File: config.mk
export PLATFORM = sky130hd
export DESIGN_NAME = qdma_h2c_adapter
export DESIGN_NICKNAME = d
export VERILOG_FILES = /design/src/rtl/qdma_h2c_adapter.sv
export SDC_FILE = /design/constraint.sdc
export NUM_CORES = 2
export LEC_CHECK = 0
export ABC_AREA = 1
export CORE_AREA = 2 2 460 462
export CTS_CLUSTER_DIAMETER = 60
export DETAILED_ROUTE_END_ITERATION = 10
export DIE_AREA = 0 0 462 464
export PLACE_DENSITY = 0.42
export RECOVER_POWER = 50
export SYNTH_ARGS = -nofsm -noshare
export SYNTH_HDL_FRONTEND = slang
export SYNTH_SLANG_ARGS = --single-unit
File: constraint.sdc
create_clock -name clk -period 3.1 [get_ports clk]
set_input_delay 0.465 -clock clk [delete_from_list [all_inputs] [get_ports clk]]
set_output_delay 0.465 -clock clk [all_outputs]
set_load 0.01 [all_outputs]
File: src/rtl/qdma_h2c_adapter.sv
// QDMA H2C ingress adapter: mty->tkeep, drop of empty/bad
// packets, mid-packet error marking, 2-entry skid, counters.
module qdma_h2c_adapter #(
  parameter int DATA_WIDTH = 512,
  parameter int CNT_WIDTH  = 32
) (
  input  logic                     clk,
  input  logic                     aresetn,
  input  logic [DATA_WIDTH-1:0]    s_axis_qdma_h2c_tdata,
  input  logic                     s_axis_qdma_h2c_tvalid,
  output logic                     s_axis_qdma_h2c_tready,
  input  logic                     s_axis_qdma_h2c_tlast,
  input  logic [$clog2(DATA_WIDTH/8)-1:0] s_axis_qdma_h2c_tuser_mty,
  input  logic                     s_axis_qdma_h2c_tuser_err,
  input  logic                     s_axis_qdma_h2c_tuser_zero_byte,
  output logic [DATA_WIDTH-1:0]    m_axis_tdata,
  output logic [DATA_WIDTH/8-1:0]  m_axis_tkeep,
  output logic                     m_axis_tvalid,
  input  logic                     m_axis_tready,
  output logic                     m_axis_tlast,
  output logic                     m_axis_tuser_err,
  output logic [CNT_WIDTH-1:0]     pkt_cnt,
  output logic [CNT_WIDTH-1:0]     drop_cnt
);

  localparam int KW = DATA_WIDTH / 8;

  typedef struct packed {
    logic [DATA_WIDTH-1:0] data;
    logic [KW-1:0]         keep;
    logic                  last;
    logic                  err;
  } beat_t;

  typedef enum logic [1:0] {
    FIRST = 2'd0,
    PASS  = 2'd1,
    DROP  = 2'd2
  } state_t;

  state_t     state;
  state_t     state_nxt;
  logic       err_flag;
  logic       rdy_en;
  logic [1:0] cnt;
  beat_t      ent0;
  beat_t      ent1;
  beat_t      wbeat;
  logic       acc;
  logic       bad;
  logic       wr;
  logic       drop_inc;
  logic       pop;

  assign bad = s_axis_qdma_h2c_tuser_zero_byte
             | s_axis_qdma_h2c_tuser_err;
  assign acc = s_axis_qdma_h2c_tvalid
             & s_axis_qdma_h2c_tready;
  assign pop = (cnt != 2'd0) & m_axis_tready;

  assign s_axis_qdma_h2c_tready =
    rdy_en & ((cnt != 2'd2) | (state == DROP));

  assign wbeat.data = s_axis_qdma_h2c_tdata;
  assign wbeat.keep = s_axis_qdma_h2c_tlast
    ? ({KW{1'b1}} >> s_axis_qdma_h2c_tuser_mty)
    : {KW{1'b1}};
  assign wbeat.last = s_axis_qdma_h2c_tlast;
  assign wbeat.err  = s_axis_qdma_h2c_tuser_err | err_flag;

  assign m_axis_tvalid    = (cnt != 2'd0);
  assign m_axis_tdata     = ent0.data;
  assign m_axis_tkeep     = ent0.keep;
  assign m_axis_tlast     = ent0.last;
  assign m_axis_tuser_err = ent0.err;

  // Input FSM state register
  always_ff @(posedge clk or negedge aresetn) begin
    if (!aresetn) state <= FIRST;
    else          state <= state_nxt;
  end

  // Input FSM next-state
  always_comb begin
    state_nxt = state;
    if (acc) begin
      unique case (state)
        FIRST: begin
          if (bad && !s_axis_qdma_h2c_tlast) state_nxt = DROP;
          else if (!bad && !s_axis_qdma_h2c_tlast) state_nxt = PASS;
          else state_nxt = FIRST;
        end
        PASS:    if (s_axis_qdma_h2c_tlast) state_nxt = FIRST;
        DROP:    if (s_axis_qdma_h2c_tlast) state_nxt = FIRST;
        default: state_nxt = FIRST;
      endcase
    end
  end

  // Input FSM outputs: buffer write and drop count strobe
  always_comb begin
    wr       = 1'b0;
    drop_inc = 1'b0;
    if (acc) begin
      unique case (state)
        FIRST: begin
          wr       = !bad;
          drop_inc = bad & s_axis_qdma_h2c_tlast;
        end
        PASS:    wr       = 1'b1;
        DROP:    drop_inc = s_axis_qdma_h2c_tlast;
        default: ;
      endcase
    end
  end

  // Sticky error across the rest of a forwarded packet
  always_ff @(posedge clk or negedge aresetn) begin
    if (!aresetn) begin
      err_flag <= 1'b0;
    end else if (acc && state == PASS) begin
      if (s_axis_qdma_h2c_tlast) err_flag <= 1'b0;
      else err_flag <= err_flag | s_axis_qdma_h2c_tuser_err;
    end
  end

  // Hold tready low until the first edge after reset release
  always_ff @(posedge clk or negedge aresetn) begin
    if (!aresetn) rdy_en <= 1'b0;
    else          rdy_en <= 1'b1;
  end

  // Two-entry skid buffer, head in ent0
  always_ff @(posedge clk or negedge aresetn) begin
    if (!aresetn) begin
      cnt  <= 2'd0;
      ent0 <= '0;
      ent1 <= '0;
    end else begin
      unique case ({wr, pop})
        2'b10: begin
          if (cnt == 2'd0) ent0 <= wbeat;
          else             ent1 <= wbeat;
          cnt <= cnt + 2'd1;
        end
        2'b01: begin
          if (cnt == 2'd2) ent0 <= ent1;
          cnt <= cnt - 2'd1;
        end
        2'b11: begin
          if (cnt == 2'd1) begin
            ent0 <= wbeat;
          end else begin
            ent0 <= ent1;
            ent1 <= wbeat;
          end
        end
        default: ;
      endcase
    end
  end

  // Frame counters
  always_ff @(posedge clk or negedge aresetn) begin
    if (!aresetn) begin
      pkt_cnt  <= '0;
      drop_cnt <= '0;
    end else begin
      if (pop && ent0.last) pkt_cnt <= pkt_cnt + CNT_WIDTH'(1);
      if (drop_inc) drop_cnt <= drop_cnt + CNT_WIDTH'(1);
    end
  end

endmodule

-- Word-level counts from Yosys, hierarchy flattened
Index checks and enable logic that the tools add are counted.
- register bits: 1226
- bits of input ports: 525
- output and inout port bits: 644
- logic and storage cells: 73
- add/subtract/negate cells: 4
- eq/ne operators: 13
- shift-type cells: 1
- muxes and demuxes: 18
- bitwise logic cells: 7
- reductions and logical operators: 16
- operators with widths (operator ; number):
    $mux 578 ; 5
    $pmux 578 s3 ; 1
    $pmux 578 s2 ; 1
    $add 32x1->32 const B ; 2
    $mux 64 ; 1
    $shr 64x6->64 const A ; 1
    $ne 2x2->1 const B ; 5
    $eq 2x2->1 const B ; 4
    $pmux 2 s2 ; 2
    $eq 2x1->1 const B ; 3
    $reduce_and 3->1 ; 2
    $reduce_bool 2->1 ; 3
    $and 1x1->1 ; 4
    $logic_and 1x1->1 ; 4
    $logic_not 2->1 ; 2
    $mux 1 ; 4
    $mux 2 ; 2
    $pmux 1 s2 ; 2
    $or 1x1->1 ; 3
    $reduce_bool 3->1 ; 1
    $add 2x1->2 const B ; 1
    $logic_not 1->1 ; 2
    $ne 2x1->1 const B ; 1
    $reduce_and 2->1 ; 1
    2 further kinds ; 2

-- Logic depth before layout (Yosys ltp)
- word-level depth: 8
- mapped depth: 20
- depth with buffers taken out: 17

-- Worst setup path before layout
Ideal clock, no wire load.
- path kind: reg-to-reg
- start: register cnt[0]
- end: register ent0, in the netlist m_axis_tdata[327]
- library setup time: 136 ps
- arrival: 2327 ps
- data required time: 2964 ps
- path slack: 636 ps
- cell stages (with the launch flop): 16
- path buffers: 2
- clock period less this slack: 2464 ps
- path through: dfrtp_1 -> inv_1 -> ha_1 -> nand2_1 -> nand2_1 -> nor2_1 -> o21ai_0 -> inv_1 -> ha_1 -> inv_2 -> nor2_1 -> nor2_2 -> o21ai_4 -> buf_2 -> clkbuf_1 -> o21ai_0
- word-level cells in the longest chain between the ends: 8
- elaborated cells between the ends (all ways): 19
- classes of those cells: 8 x eq/ne; 3 x mux; 4 x bitwise; 4 x reduce/logical
- ends and longest elaborated chain (item ; RTL line ; text):
    start, declared ; 45 ; logic [1:0] cnt;
    start signal, assigned ; 144 ; cnt <= cnt + 2'd1;
    start signal, assigned ; 148 ; cnt <= cnt - 2'd1;
    $ne 2x2->1 ; 62 ; rdy_en & ((cnt != 2'd2) | (state == DROP));
    $or 1x1->1 ; 62 ;
    $and 1x1->1 ; 62 ;
    $and 1x1->1 ; 58 ; & s_axis_qdma_h2c_tready;
    $mux 1 ; 104 ; if (acc) begin
    $eq 2x1->1 or $eq 2x2->1 (tied branches) ; 140 ; unique case ({wr, pop})
    $ne 2x2->1 (no source line) or $reduce_bool 3->1 (tied branches) ; - ;
    $reduce_and 3->1 (no source line) ; - ;
    end signal, assigned ; 142 ; if (cnt == 2'd0) ent0 <= wbeat;
    end signal, assigned ; 147 ; if (cnt == 2'd2) ent0 <= ent1;
    end signal, assigned ; 152 ; ent0 <= wbeat;
    end, declared ; 46 ; beat_t ent0;
Several ways; a longest one is shown, not always the timed one.
A chain may end at the register's enable or synchronous reset.

-- Worst setup path after layout
- start: register state[0]
- end: register ent0, in the netlist m_axis_tkeep[29]
- word-level cells in the longest chain between the ends: 8
- elaborated cells between the ends (all ways): 16
- classes of those cells: 7 x eq/ne; 3 x mux; 3 x bitwise; 3 x reduce/logical
- ends and longest elaborated chain (item ; RTL line ; text):
    start, declared ; 41 ; state_t state;
    start signal, assigned ; 80 ; else state <= state_nxt;
    $eq 2x2->1 ; 62 ;
    $or 1x1->1 ; 62 ;
    $and 1x1->1 ; 62 ;
    $and 1x1->1 ; 58 ;
    $mux 1 * ; 104 ;
    $eq 2x1->1 or $eq 2x2->1 (tied branches) ; 140 ;
    $ne 2x2->1 (no source line) or $reduce_bool 3->1 (tied branches) ; - ;
    $reduce_and 3->1 (no source line) ; - ;
Mark *: on every way between the ends. The rest lies on a longest branch, timed or not.

==> summary.txt <==
P&R area growth vs syn = 45.42%
Met3 Resource Use GR = 6.158%
Die X-Extent = 462 µm
Layout cells sized above 1 = 10.24%
Cell Rows = 168
Clk slew on worst S/H paths = 0.06 ns
Max-slew violation count = 85
Tmin final = 2.955 ns
CP cell instances = buf_4 -> buf_4 -> ha_1 -> o21ai_4 -> inv_2 -> buf_4 -> ha_2 -> inv_2 -> nor2_2 -> buf_4 -> nor3_4 -> clkbuf_16 -> buf_12 -> buf_12 -> nand2_1 -> nor2_1 -> a21oi_1
CTS Buffer Depth = 3
Critical Path Start Type = flop
Commonest non-fill, non-tap cells in the layout = 2207 x nand2_1, 1226 x dfrtp_1, 914 x clkdlybuf4s50_1, 446 x o21ai_0, 426 x a22oi_1
Worst clock skew = 0.03437 ns
FILL cells = 21200
Initial detailed-routing violation count = 3771
Max_slew headroom = -3.659%
Initial antenna violation count = 84
Synth Register Bits = 1226
Violated checks = capacitance limit, slew limit
Via-to-Cell Ratio = 4.563
DR pass1 iterations = 6
Critical path's top delay family = buffers and inverters
Worst skew pair latency = 0.81 ns
Hold crit path type = in2reg
Grt met1 use = 26.35%
RSZ-0062 raised after global routing = no
Gpl congestion = 0.8618
Most used cell, CP = buf_4
Worst setup EP type = flop
Num Clock Sinks = 1226
Maxcap violations = 1
Crit path max-delay cell type = dfrtp_1
Final Hold Vio Count = 0
Final Cycle Share = 95.32%
Final wirelength = 230.1 mm
Antenna-violating nets left = 0
All-Layer GR Usage = 20.85%
Core area = 209200 µm²
Final Setup Violations = 0
Worst Path Buf+Inv = 9
Vias = 46670
Routed len/inst = 22.50 µm
Cell variety after synth = 43
Sequential share of the synthesized area = 58.67%
Most common cell after layout, fill and taps aside = nand2_1
Critical path class = reg2reg
Starting Density = 25.00%
Die Y-Extent = 464 µm
Syn_nets = 6461
VDD IR max = 0.5605 mV
Cells after Synth = 5924
Required time of the critical path = 3.77 ns
Root Driver = clkbuf_16
Status = finished with violations
Post-route DRC = 0
PortBufs = 1168
CTS tree = built
Max Freq = 338.4 MHz
Static leakage = 35.57 nW
Gate power share = 38.6%
Die area = 214400 µm²
Final HPWL DP = 170.1 mm
Busiest grt layer = met2
Slowest Stage Delay on Critical Path = 0.38 ns
GR Overflow Total = 0
Mean area per synthesized cell = 8.827 µm²
CP max FO = 6
Number of global-route vias before repair = 46600
Mapped Area = 52290 µm²
Post-Place Setup Slack = -0.5021 ns
Pwr per Cell Area = 994.8 nW/µm²
Nets@finish = 7803
Routing usage on met2 = 33.75%
Ports = 1169
Post-layout util = 36.36%
Synth warnings = 0
Clock power share = 25.5%
Fin worst setup slack = 0.1451 ns
Sequential share of power = 35.9%
P_int = 48.06 mW
Num CTS Buffers = 161
Switching power = 27.58 mW
Pin count of the biggest net entering global routing = 92
Global-route wire length before repair = 331.7 mm
H-tree Lvls = 4
Worst Tran Pin Value = 1.555 ns
CP arrival = 3.62 ns
Sw frac = 36.46%
-- what timing repair did --
action / CTS / global route
gates cloned: 2 / 12
endpoints found under the setup margin: 1091 / 977
buffers inserted: 2 / 17
hold endpoints to repair: 70 / 0
hold buffers: 1 / 0
gates resized for setup: 6 / 38
pin swaps: 0 / 4
-- cell families (layout without fill, tap and decap cells) --
group	count (synthesis)	count (layout)	synth area share, %
other	1	30	0.007172
adders and majority gates	12	12	0.2871
xor gates and xnor gates	36	36	0.6030
buffers and inverters	686	2156	5.592
and+or+nand+nor	2650	2650	19.83
DFF	1226	1226	58.67
AOI/OAI and AO/OA	1313	1313	15.01
-- final timing paths --
check | start | to | slack (ns) | cells past startpoint
worst max-delay path | state[0] | m_axis_tkeep[29] | 0.15 | 17
worst min register to register | ent1[378] | ent1[378] | 0.47 | 2
worst min-delay path | s_axis_qdma_h2c_tdata[464] | ent1[530] | 0.22 | 3
worst max register to register | state[0] | m_axis_tkeep[29] | 0.15 | 17
min in group asynchronous | aresetn | ent1[107] | 0.55 | 2
max in group asynchronous | aresetn | ent1[239] | 0.45 | 3
-- routing by layer --
metal	vias up	part of all wire, %	wire, µm
met4	64	3.2	7398
met5	-	0.18	417
met2	1481	47	108400
met3	376	7.7	17820
li1	22060	-	-
met1	22690	42	96090
-- metrics by stage --
stage	total power [mW]	cells	TNS, ns	hold WS (ns)	area (µm²)
3_3_place_gp	56.52	9874	-312.97	0.4533	70140
3_5_place_dp	56.78	9874	-377.84	0.4460	70140
4_1_cts	76.64	10170	0	0.1428	75700
6_report	75.64	10230	0	0.2216	76040
5_1_grt	80.66	10220	0	0.1897	76010
2_1_floorplan	39.55	5924	0	0.1694	52290
-- worst min-delay path, stage by stage --
cell	delay, ns
clkdlybuf4s50_1	0.39
inv_1	0.06
o21ai_1	0.06
-- power by group through the flow --
stage	Sequential [mW]	Combinational, mW	Clock [mW]
floorplan	27.7	11.9	0
global placement	27.4	29.1	0
detailed placement	27.4	29.4	0
CTS	27.3	29.6	19.8
global route	28.0	32.2	20.5
finish	27.2	29.2	19.3
-- synthesized netlist by cell type, drive strengths merged --
cell type	count	area share, %
nand2	2213	16
dfrtp	1226	59
o21ai	668	6.4
a22oi	427	6.1
inv	297	2.1
nor2	247	1.8
buf	233	2.3
clkbuf	155	1.1
a21oi	154	1.5
or2	99	1.2
nand3	56	0.54
a2bb2oi	37	0.62
xnor2	21	0.35
nand4	19	0.23
xor2	15	0.25
ha	12	0.29
nor3	12	0.12
o22ai	9	0.11
a31oi	8	0.096
o21a	4	0.057
a211oi	2	0.029
nand3b	2	0.029
a21boi	1	0.014
and2	1	0.012
clkinv	1	0.0072
conb	1	0.0072
nor3b	1	0.014
o211ai	1	0.014
o21bai	1	0.014
o31ai	1	0.014
-- registers in the layout, indices dropped and copies added, names as in the netlist --
name / cells
ent1: 578
err_flag: 1
m_axis_tuser_err: 1
state: 2
cnt: 2
rdy_en: 1
m_axis_tlast: 1
drop_cnt: 32
m_axis_tkeep: 64
pkt_cnt: 32
m_axis_tdata: 512
-- final cells by class --
class | instances | area (µm²) | area share [%]
Inverter | 298 | 1131 | 1.488
Clock buffer | 234 | 4718 | 6.205
Sequential cell | 1226 | 30680 | 40.35
Tap cell | 2805 | 3510 | 4.616
Clock inverter | 57 | 714.4 | 0.9396
Multi-Input combinational cell | 4012 | 18770 | 24.69
Timing Repair Buffer | 1567 | 16440 | 21.62
Antenna cell | 29 | 72.57 | 0.09544
Power figures use the tool's default switching activity.
